## config.mk

```make
export PLATFORM = sky130hd
export DESIGN_NAME = serial_add_sub
export DESIGN_NICKNAME = d
export VERILOG_FILES = /design/src/rtl/serial_add_sub.sv
export SDC_FILE = /design/constraint.sdc
export NUM_CORES = 1
export LEC_CHECK = 0
export BUFFER_PORTS_ARGS = -buffer_cell sky130_fd_sc_hd__buf_2
export CORE_ASPECT_RATIO = 1.75
export CORE_UTILIZATION = 30
export CTS_BUF_LIST = sky130_fd_sc_hd__clkbuf_8
export CTS_CLUSTER_SIZE = 25
export DETAILED_ROUTE_END_ITERATION = 8
export PLACE_DENSITY = 0.55
export SLEW_MARGIN = 20
export SYNTH_ARGS = -nofsm -noshare
export SYNTH_HDL_FRONTEND = slang
export SYNTH_SLANG_ARGS = --single-unit
```

## constraint.sdc

```tcl
create_clock -name clk -period 3.6 [get_ports clk]
set_input_delay 0.18 -clock clk [delete_from_list [all_inputs] [get_ports clk]]
set_output_delay 0.18 -clock clk [all_outputs]
set_load 0.02 [all_outputs]
```

## src/rtl/serial_add_sub.sv

```systemverilog
// rtl/serial_add_sub.sv - bit-serial WIDTH-bit adder/subtractor, one full-adder cell plus carry flop
module serial_add_sub #(
   parameter int WIDTH = 8
) (
   input  logic             clk,
   input  logic             rst_n,
   input  logic             start,
   input  logic [WIDTH-1:0] a,
   input  logic [WIDTH-1:0] b,
   input  logic             cin,
   input  logic             sub,
   output logic             busy,
   output logic             done,
   output logic [WIDTH-1:0] sum,
   output logic             cout,
   output logic             ovf
);

   localparam int CW = $clog2(WIDTH + 1);

   typedef enum logic [1:0] {
      S_IDLE,
      S_SHIFT,
      S_DONE
   } state_t;

   state_t           state_q, state_d;
   logic [WIDTH-1:0] a_q, a_d;
   logic [WIDTH-1:0] b_q, b_d;
   logic [WIDTH-1:0] res_q, res_d;
   logic [WIDTH-1:0] sum_q, sum_d;
   logic [CW-1:0]    cnt_q, cnt_d;
   logic             carry_q, carry_d;
   logic             busy_q, busy_d;
   logic             done_q, done_d;
   logic             cout_q, cout_d;
   logic             ovf_q, ovf_d;

   logic             s_bit;
   logic             c_next;
   logic [WIDTH-1:0] res_next;
   logic             last_bit;

   always_comb begin
      s_bit    = a_q[0] ^ b_q[0] ^ carry_q;
      c_next   = (a_q[0] & b_q[0]) | (a_q[0] & carry_q) | (b_q[0] & carry_q);
      // New bit enters from the MSB side so the LSB-first stream lands in place.
      res_next = (res_q >> 1) | (WIDTH'(s_bit) << (WIDTH - 1));
      last_bit = (cnt_q == CW'(WIDTH - 1));

      state_d  = state_q;
      a_d      = a_q;
      b_d      = b_q;
      res_d    = res_q;
      sum_d    = sum_q;
      cnt_d    = cnt_q;
      carry_d  = carry_q;
      busy_d   = busy_q;
      done_d   = 1'b0;
      cout_d   = cout_q;
      ovf_d    = ovf_q;

      case (state_q)
         S_IDLE, S_DONE: begin
            if (start) begin
               state_d = S_SHIFT;
               a_d     = a;
               b_d     = sub ? ~b : b;
               carry_d = sub ? 1'b1 : cin;
               cnt_d   = '0;
               res_d   = '0;
               busy_d  = 1'b1;
            end else begin
               state_d = S_IDLE;
               busy_d  = 1'b0;
            end
         end
         S_SHIFT: begin
            a_d     = a_q >> 1;
            b_d     = b_q >> 1;
            carry_d = c_next;
            cnt_d   = cnt_q + CW'(1);
            res_d   = res_next;
            if (last_bit) begin
               // carry_q here is the carry into the MSB.
               state_d = S_DONE;
               busy_d  = 1'b0;
               done_d  = 1'b1;
               sum_d   = res_next;
               cout_d  = c_next;
               ovf_d   = carry_q ^ c_next;
            end
         end
         default: begin
            state_d = S_IDLE;
            busy_d  = 1'b0;
         end
      endcase
   end

   always_ff @(posedge clk) begin
      if (!rst_n) begin
         state_q <= S_IDLE;
         a_q     <= '0;
         b_q     <= '0;
         res_q   <= '0;
         sum_q   <= '0;
         cnt_q   <= '0;
         carry_q <= 1'b0;
         busy_q  <= 1'b0;
         done_q  <= 1'b0;
         cout_q  <= 1'b0;
         ovf_q   <= 1'b0;
      end else begin
         state_q <= state_d;
         a_q     <= a_d;
         b_q     <= b_d;
         res_q   <= res_d;
         sum_q   <= sum_d;
         cnt_q   <= cnt_d;
         carry_q <= carry_d;
         busy_q  <= busy_d;
         done_q  <= done_d;
         cout_q  <= cout_d;
         ovf_q   <= ovf_d;
      end
   end

   assign busy = busy_q;
   assign done = done_q;
   assign sum  = sum_q;
   assign cout = cout_q;
   assign ovf  = ovf_q;

endmodule
```

---- After elaboration in Yosys (flattened, before gate mapping) ----
Cells that the tools add are included.
word-level totals
  register bits ........................... 43
  bits of input ports ..................... 21
  output and inout port bits .............. 12
  logic and storage cells ................. 52
operators by class
  $add $sub $neg .......................... 1
  equality and inequality tests ........... 5
  mux-type cells .......................... 19
  bitwise operators ....................... 10
  reductions and logical operators ........ 6
operators by type and width
  cell                                            count
  one-hot mux 8 bit (2 select lines)              3
  two-way mux 8 bit                               4
  inverter 8 bit                                  1
  bitwise OR 7 x 8 -> 8 bit                       1
  one-hot mux 4 bit (2 select lines)              1
  two-way mux 1 bit                               6
  AND reduction 2 bit                             3
  adder 4 x 1 -> 4 bit (second input constant)    1
  == test 4 x 3 -> 1 bit (second input constant)  1
  two-way mux 4 bit                               1
  != test 2 bit (second input constant)           2
  one-hot mux 1 bit (2 select lines)              2
  one-hot mux 2 bit (2 select lines)              1
  AND 1 bit                                       3
  XOR 1 bit                                       3
  == test 2 x 1 -> 1 bit (second input constant)  1
  == test 2 bit (second input constant)           1
  logical NOT 2 bit                               1
  two-way mux 2 bit                               1
  bitwise OR 1 bit                                2
  nonzero test 2 bit                              1
  OR reduction 2 bit                              1

---- Longest topological paths before layout ----
  depth after elaboration ................. 4
  depth in mapped cells ................... 5
  mapped depth without buffers ............ 4

---- Worst setup path before layout ----
No wires, ideal clock.
  kind .................................... reg2reg
  start point ............................. reg a_q[0]
  end point ............................... reg ovf_q, in the netlist ovf
  library setup time ...................... 0.091 ns
  arrival time ............................ 1.130 ns
  data required time ...................... 3.509 ns
  slack ................................... 2.380 ns
  cell stages (with the launch flop) ...... 4
  buffers on the path ..................... 0
  clock period less this slack ............ 1.220 ns
  path through ............................ dfxtp_1 fa_1 xnor2_1 a311oi_1
between the ends
  longest elaborated chain between the ends .. 4
  elaborated cells between the ends (all ways) .. 5
  those cells by class .................... bitwise (5)
ends and longest elaborated chain
  what                              RTL line  text
  from (decl)                       28        logic [WIDTH-1:0] a_q, a_d;
  from (signal assigned)            104       a_q <= '0;
  from (signal assigned)            116       a_q <= a_d;
  AND 1 bit                         46        c_next = (a_q[0] & b_q[0]) | (a_q[0] & carry_q) | (b_q[0] & carry_q);
  bitwise OR 1 bit * (2 in series)  46
  named net c_next                  40        logic c_next;
  XOR 1 bit *                       91        ovf_d = carry_q ^ c_next;
  to (signal assigned)              125       ovf_q <= ovf_d;
  to (decl)                         37        logic ovf_q, ovf_d;
The timed path passes the listed nets; every way through them passes the cells marked *.
A chain may end at the register's enable or synchronous reset.

---- Final worst setup path ----
  start point ............................. reg state_q[1]
  end point ............................... reg cnt_q[2]
between the ends
  longest elaborated chain between the ends .. 4
  elaborated cells between the ends (all ways) .. 8
  those cells by class .................... eq/ne (3); mux (1); reduce/logical (4)
ends and longest elaborated chain
  what                                                           RTL line  text
  from (decl)                                                    27        state_t state_q, state_d;
  from (signal assigned)                                         115       state_q <= state_d;
  == test 2 bit or logical NOT 2 bit (tied branches)             63        case (state_q)
  OR reduction 2 bit                                             63
  != test 2 bit (no line) or nonzero test 2 bit (tied branches)  n/a
  AND reduction 2 bit (no line)                                  n/a
  to (signal assigned)                                           120       cnt_q <= cnt_d;
  to (decl)                                                      32        logic [CW-1:0] cnt_q, cnt_d;
Several ways; a longest one is shown, not always the timed one.

==> impl_metrics.tcl <==
set metrics [dict create \
    outcome "finished clean" \
    synth_top_family_by_area "compound AO/OA/AOI/OAI gates" \
    cts_tree "done" \
    syn2layout_area_growth_pct 13.4 \
    period_share_pct 46.6 \
    synthCells 201 \
    antenna_found_initial 0 \
    worst_path_max_delay_cell "nand2b_1" \
    yosysMostFrequentCell "dfxtp_1" \
    tns_ns 0 \
    grt_pass1_vias 1359 \
    p_sw_w 0.000241 \
    io_pins 33 \
    ys_warn_count 0 \
    drv_cap 0 \
    hold_depth 3 \
    synthAdderAreaFrac_pct 1.80 \
    fill_cells 657 \
    crit_required_ns 3.82 \
    drc_errors 0 \
    track_usage_pct 12.9 \
    synthMuxAreaShare_pct 1.39 \
    fin_skew_ns 0.00699 \
    post_cts_resized 0 \
    tightest_slew_ns 1.06 \
    die_w_um 60.6 \
    gp_congestion 0.707 \
    slew_violations 0 \
    synth-compound-area-share_pct 20.7 \
    grt_pass1_wl_mm 6.27 \
    path_cells "nand2b_1 -> buf_4 -> mux2_4 -> a211oi_2" \
    routed_via_density 4.94 \
    start_util_pct 31.0 \
    worst_r2r_path_depth 4 \
    period_needed_ns 1.68 \
    cts.sinks 42 \
    synth_top_flop_cell "dfxtp_1" \
    syn-cell-area_sq_mm 0.00181 \
    hold_violations 0 \
    combinationalPowerShare_pct 10.6 \
    p_leak_nw 0.774 \
    wirelength_mm 3.75 \
    dieArea_sq_mm 0.00634 \
    synth_area_leaders "dfxtp_1, a21oi_1, nand3_1, a22oi_1, xor2_1" \
    core_area_sq_mm 0.00583 \
    fin_nets 246 \
    yosysTopAreaCell "dfxtp_1" \
    clkLatencyLatePin_ns 0.29 \
    critical_path_class "reg2reg" \
    diodes 0 \
    path_clk_slew_ns 0.09 \
    p_int_w 0.000725 \
    slew_headroom_pct 29.4 \
    max-vdd-ir-drop_v 0.000199 \
    async_reset_ff_share_pct 0 \
    root_buffer "clkbuf_8" \
    p_total_w 0.000966 \
    grt-ovfl-total 0 \
    numCtsBuffers 5 \
    ys_seq_elements 42 \
    clockBufferDepth 2 \
    startpoint_type "register" \
    num_vias 1492 \
    fmaxAchievable_mhz 596 \
    cts_setup_buffers 0 \
    synth-simple-area-share_pct 16.8 \
    synth_top_area_share_pct 46.6 \
    grt_max_degree 42 \
    multi_input_area_sq_um 813 \
    ys_types 30 \
    yosysSeqAreaShare_pct 46.6 \
    cp_max_fo 26 \
    dr.pass1.iters 4 \
    ctsHoldBuffers 0 \
    p_seq_share_pct 51.1 \
    critPathMaxStageDelay_ns 0.39 \
    htreeDepth 2 \
    hold_path_class "in2reg" \
    fin_area_sq_mm 0.00205 \
    ff_latch_area_sq_um 841 \
    syn_avg_cell_area_sq_um 8.98 \
    dp_hpwl_mm 2.35 \
    rsz0062_at_grt "no" \
    end_kind "register" \
    cp.arrival_ns 1.90 \
    drive_gt1_share_pct 20.5 \
    setup_viol_count_final 0 \
    synth_edf_count 0 \
    synth_commonest_cells "dfxtp_1, a21oi_1, nand3_1, a22oi_1, nand2_1" \
    synth-xor-area-share_pct 4.37 \
    dpl_cell_area_sq_mm 0.00194 \
    rows 37 \
    postRouteAntennaNets 0 \
    wl_per_cell_um 12.4 \
    power_density_mw_per_mm2 472 \
    synth_nets 224 \
    clkPwrFrac_pct 38.3 \
    swShare_pct 24.9 \
    drt_first_iter_violations 50 \
    die_y_um 105 \
    portBuffers 32 \
]
-- cell type report --
class	instances	area share, %
clock buffer	5	3.36
timing repair buffer	35	8.92
inverter	1	0.183
multi-input combinational	138	39.7
clock inverter	3	1.96
sequential	42	41.1
tap	78	4.77
-- per-stage QoR --
step | std cells | hold slack, ns | worst slack [ns] | util (%)
global route | 302 | 0.143 | 1.77 | 35.1
detailed placement | 294 | 0.436 | 1.93 | 33.2
floorplan | 201 | 0.316 | 2.38 | -
CTS | 302 | 0.108 | 1.89 | 35.1
global placement | 294 | 0.426 | 1.95 | 33.2
finish | 302 | 0.125 | 1.92 | 35.1
-- sequential cells by signal, indices dropped and copies added, names as in the netlist --
register  cells
a_q           8
b_q           8
sum           8
res_q         7
cnt_q         4
state_q       2
busy          1
carry_q       1
cout          1
done          1
ovf           1
-- cells in the final DEF, fill, tap and decap left out --
cell type,n
dfxtp_1,42
a21oi_1,38
nand3_1,37
buf_2,32
a22oi_1,14
nand2_1,11
xor2_1,8
o21ai_0,8
clkbuf_8,5
nand2b_1,4
buf_4,3
nor3_1,2
o21ai_1,2
clkinv_2,2
and2b_4,1
nor2b_1,1
inv_1,1
nand3b_1,1
and3b_1,1
nand4_1,1
mux2i_1,1
a31oi_1,1
xnor2_1,1
a311oi_1,1
mux2_4,1
a211oi_2,1
nor2_1,1
fa_1,1
ha_1,1
bufinv_16,1
-- cell families (layout without fill, tap and decap cells) --
| kind of cell | after synthesis | after routing |
|---|---|---|
| AND/OR/NAND/NOR | 60 | 60 |
| multiplexers | 2 | 2 |
| flip-flops | 42 | 42 |
| AO/OA/AOI/OAI | 65 | 65 |
| adder cells (fa/ha/maj) | 2 | 2 |
| buffers and inverters | 21 | 44 |
| XOR/XNOR | 9 | 9 |
-- power by group through the flow --
stage                logic, W  registers, W  clock network (W)
finish               0.000103      0.000494           0.000369
global route         0.000116      0.000497           0.000398
CTS                  0.000104      0.000494           0.000382
detailed placement   0.000103      0.000505                  0
global placement     0.000103      0.000505                  0
floorplan           0.0000895      0.000503                  0
-- path summary, 6_finish.rpt --
| path | startpoint | to | slack (ns) |
|---|---|---|---|
| min reg2reg | res_q[1] | sum[0] | 0.47 |
| max reg2reg | state_q[1] | cnt_q[2] | 1.92 |
| max | state_q[1] | cnt_q[2] | 1.92 |
| min | a[7] | a_q[7] | 0.13 |
-- critical path, delay by kind of cell, from the launching register on --
family / cells / cell delay [ns]
compound gates: 1 / 0.20
buf+inv: 1 / 0.36
flops: 1 / 0.32
mux: 1 / 0.33
simple gates: 1 / 0.39
-- per-layer routing --
metal,GRT usage [%],part of all wire (%),up-vias
met5,0,0,-
met4,6.82,2.6,0
met3,2.23,2.7,7
met2,21.0,48,28
met1,15.5,46,697
li1,-,-,760
Power figures use the tool's default switching activity.
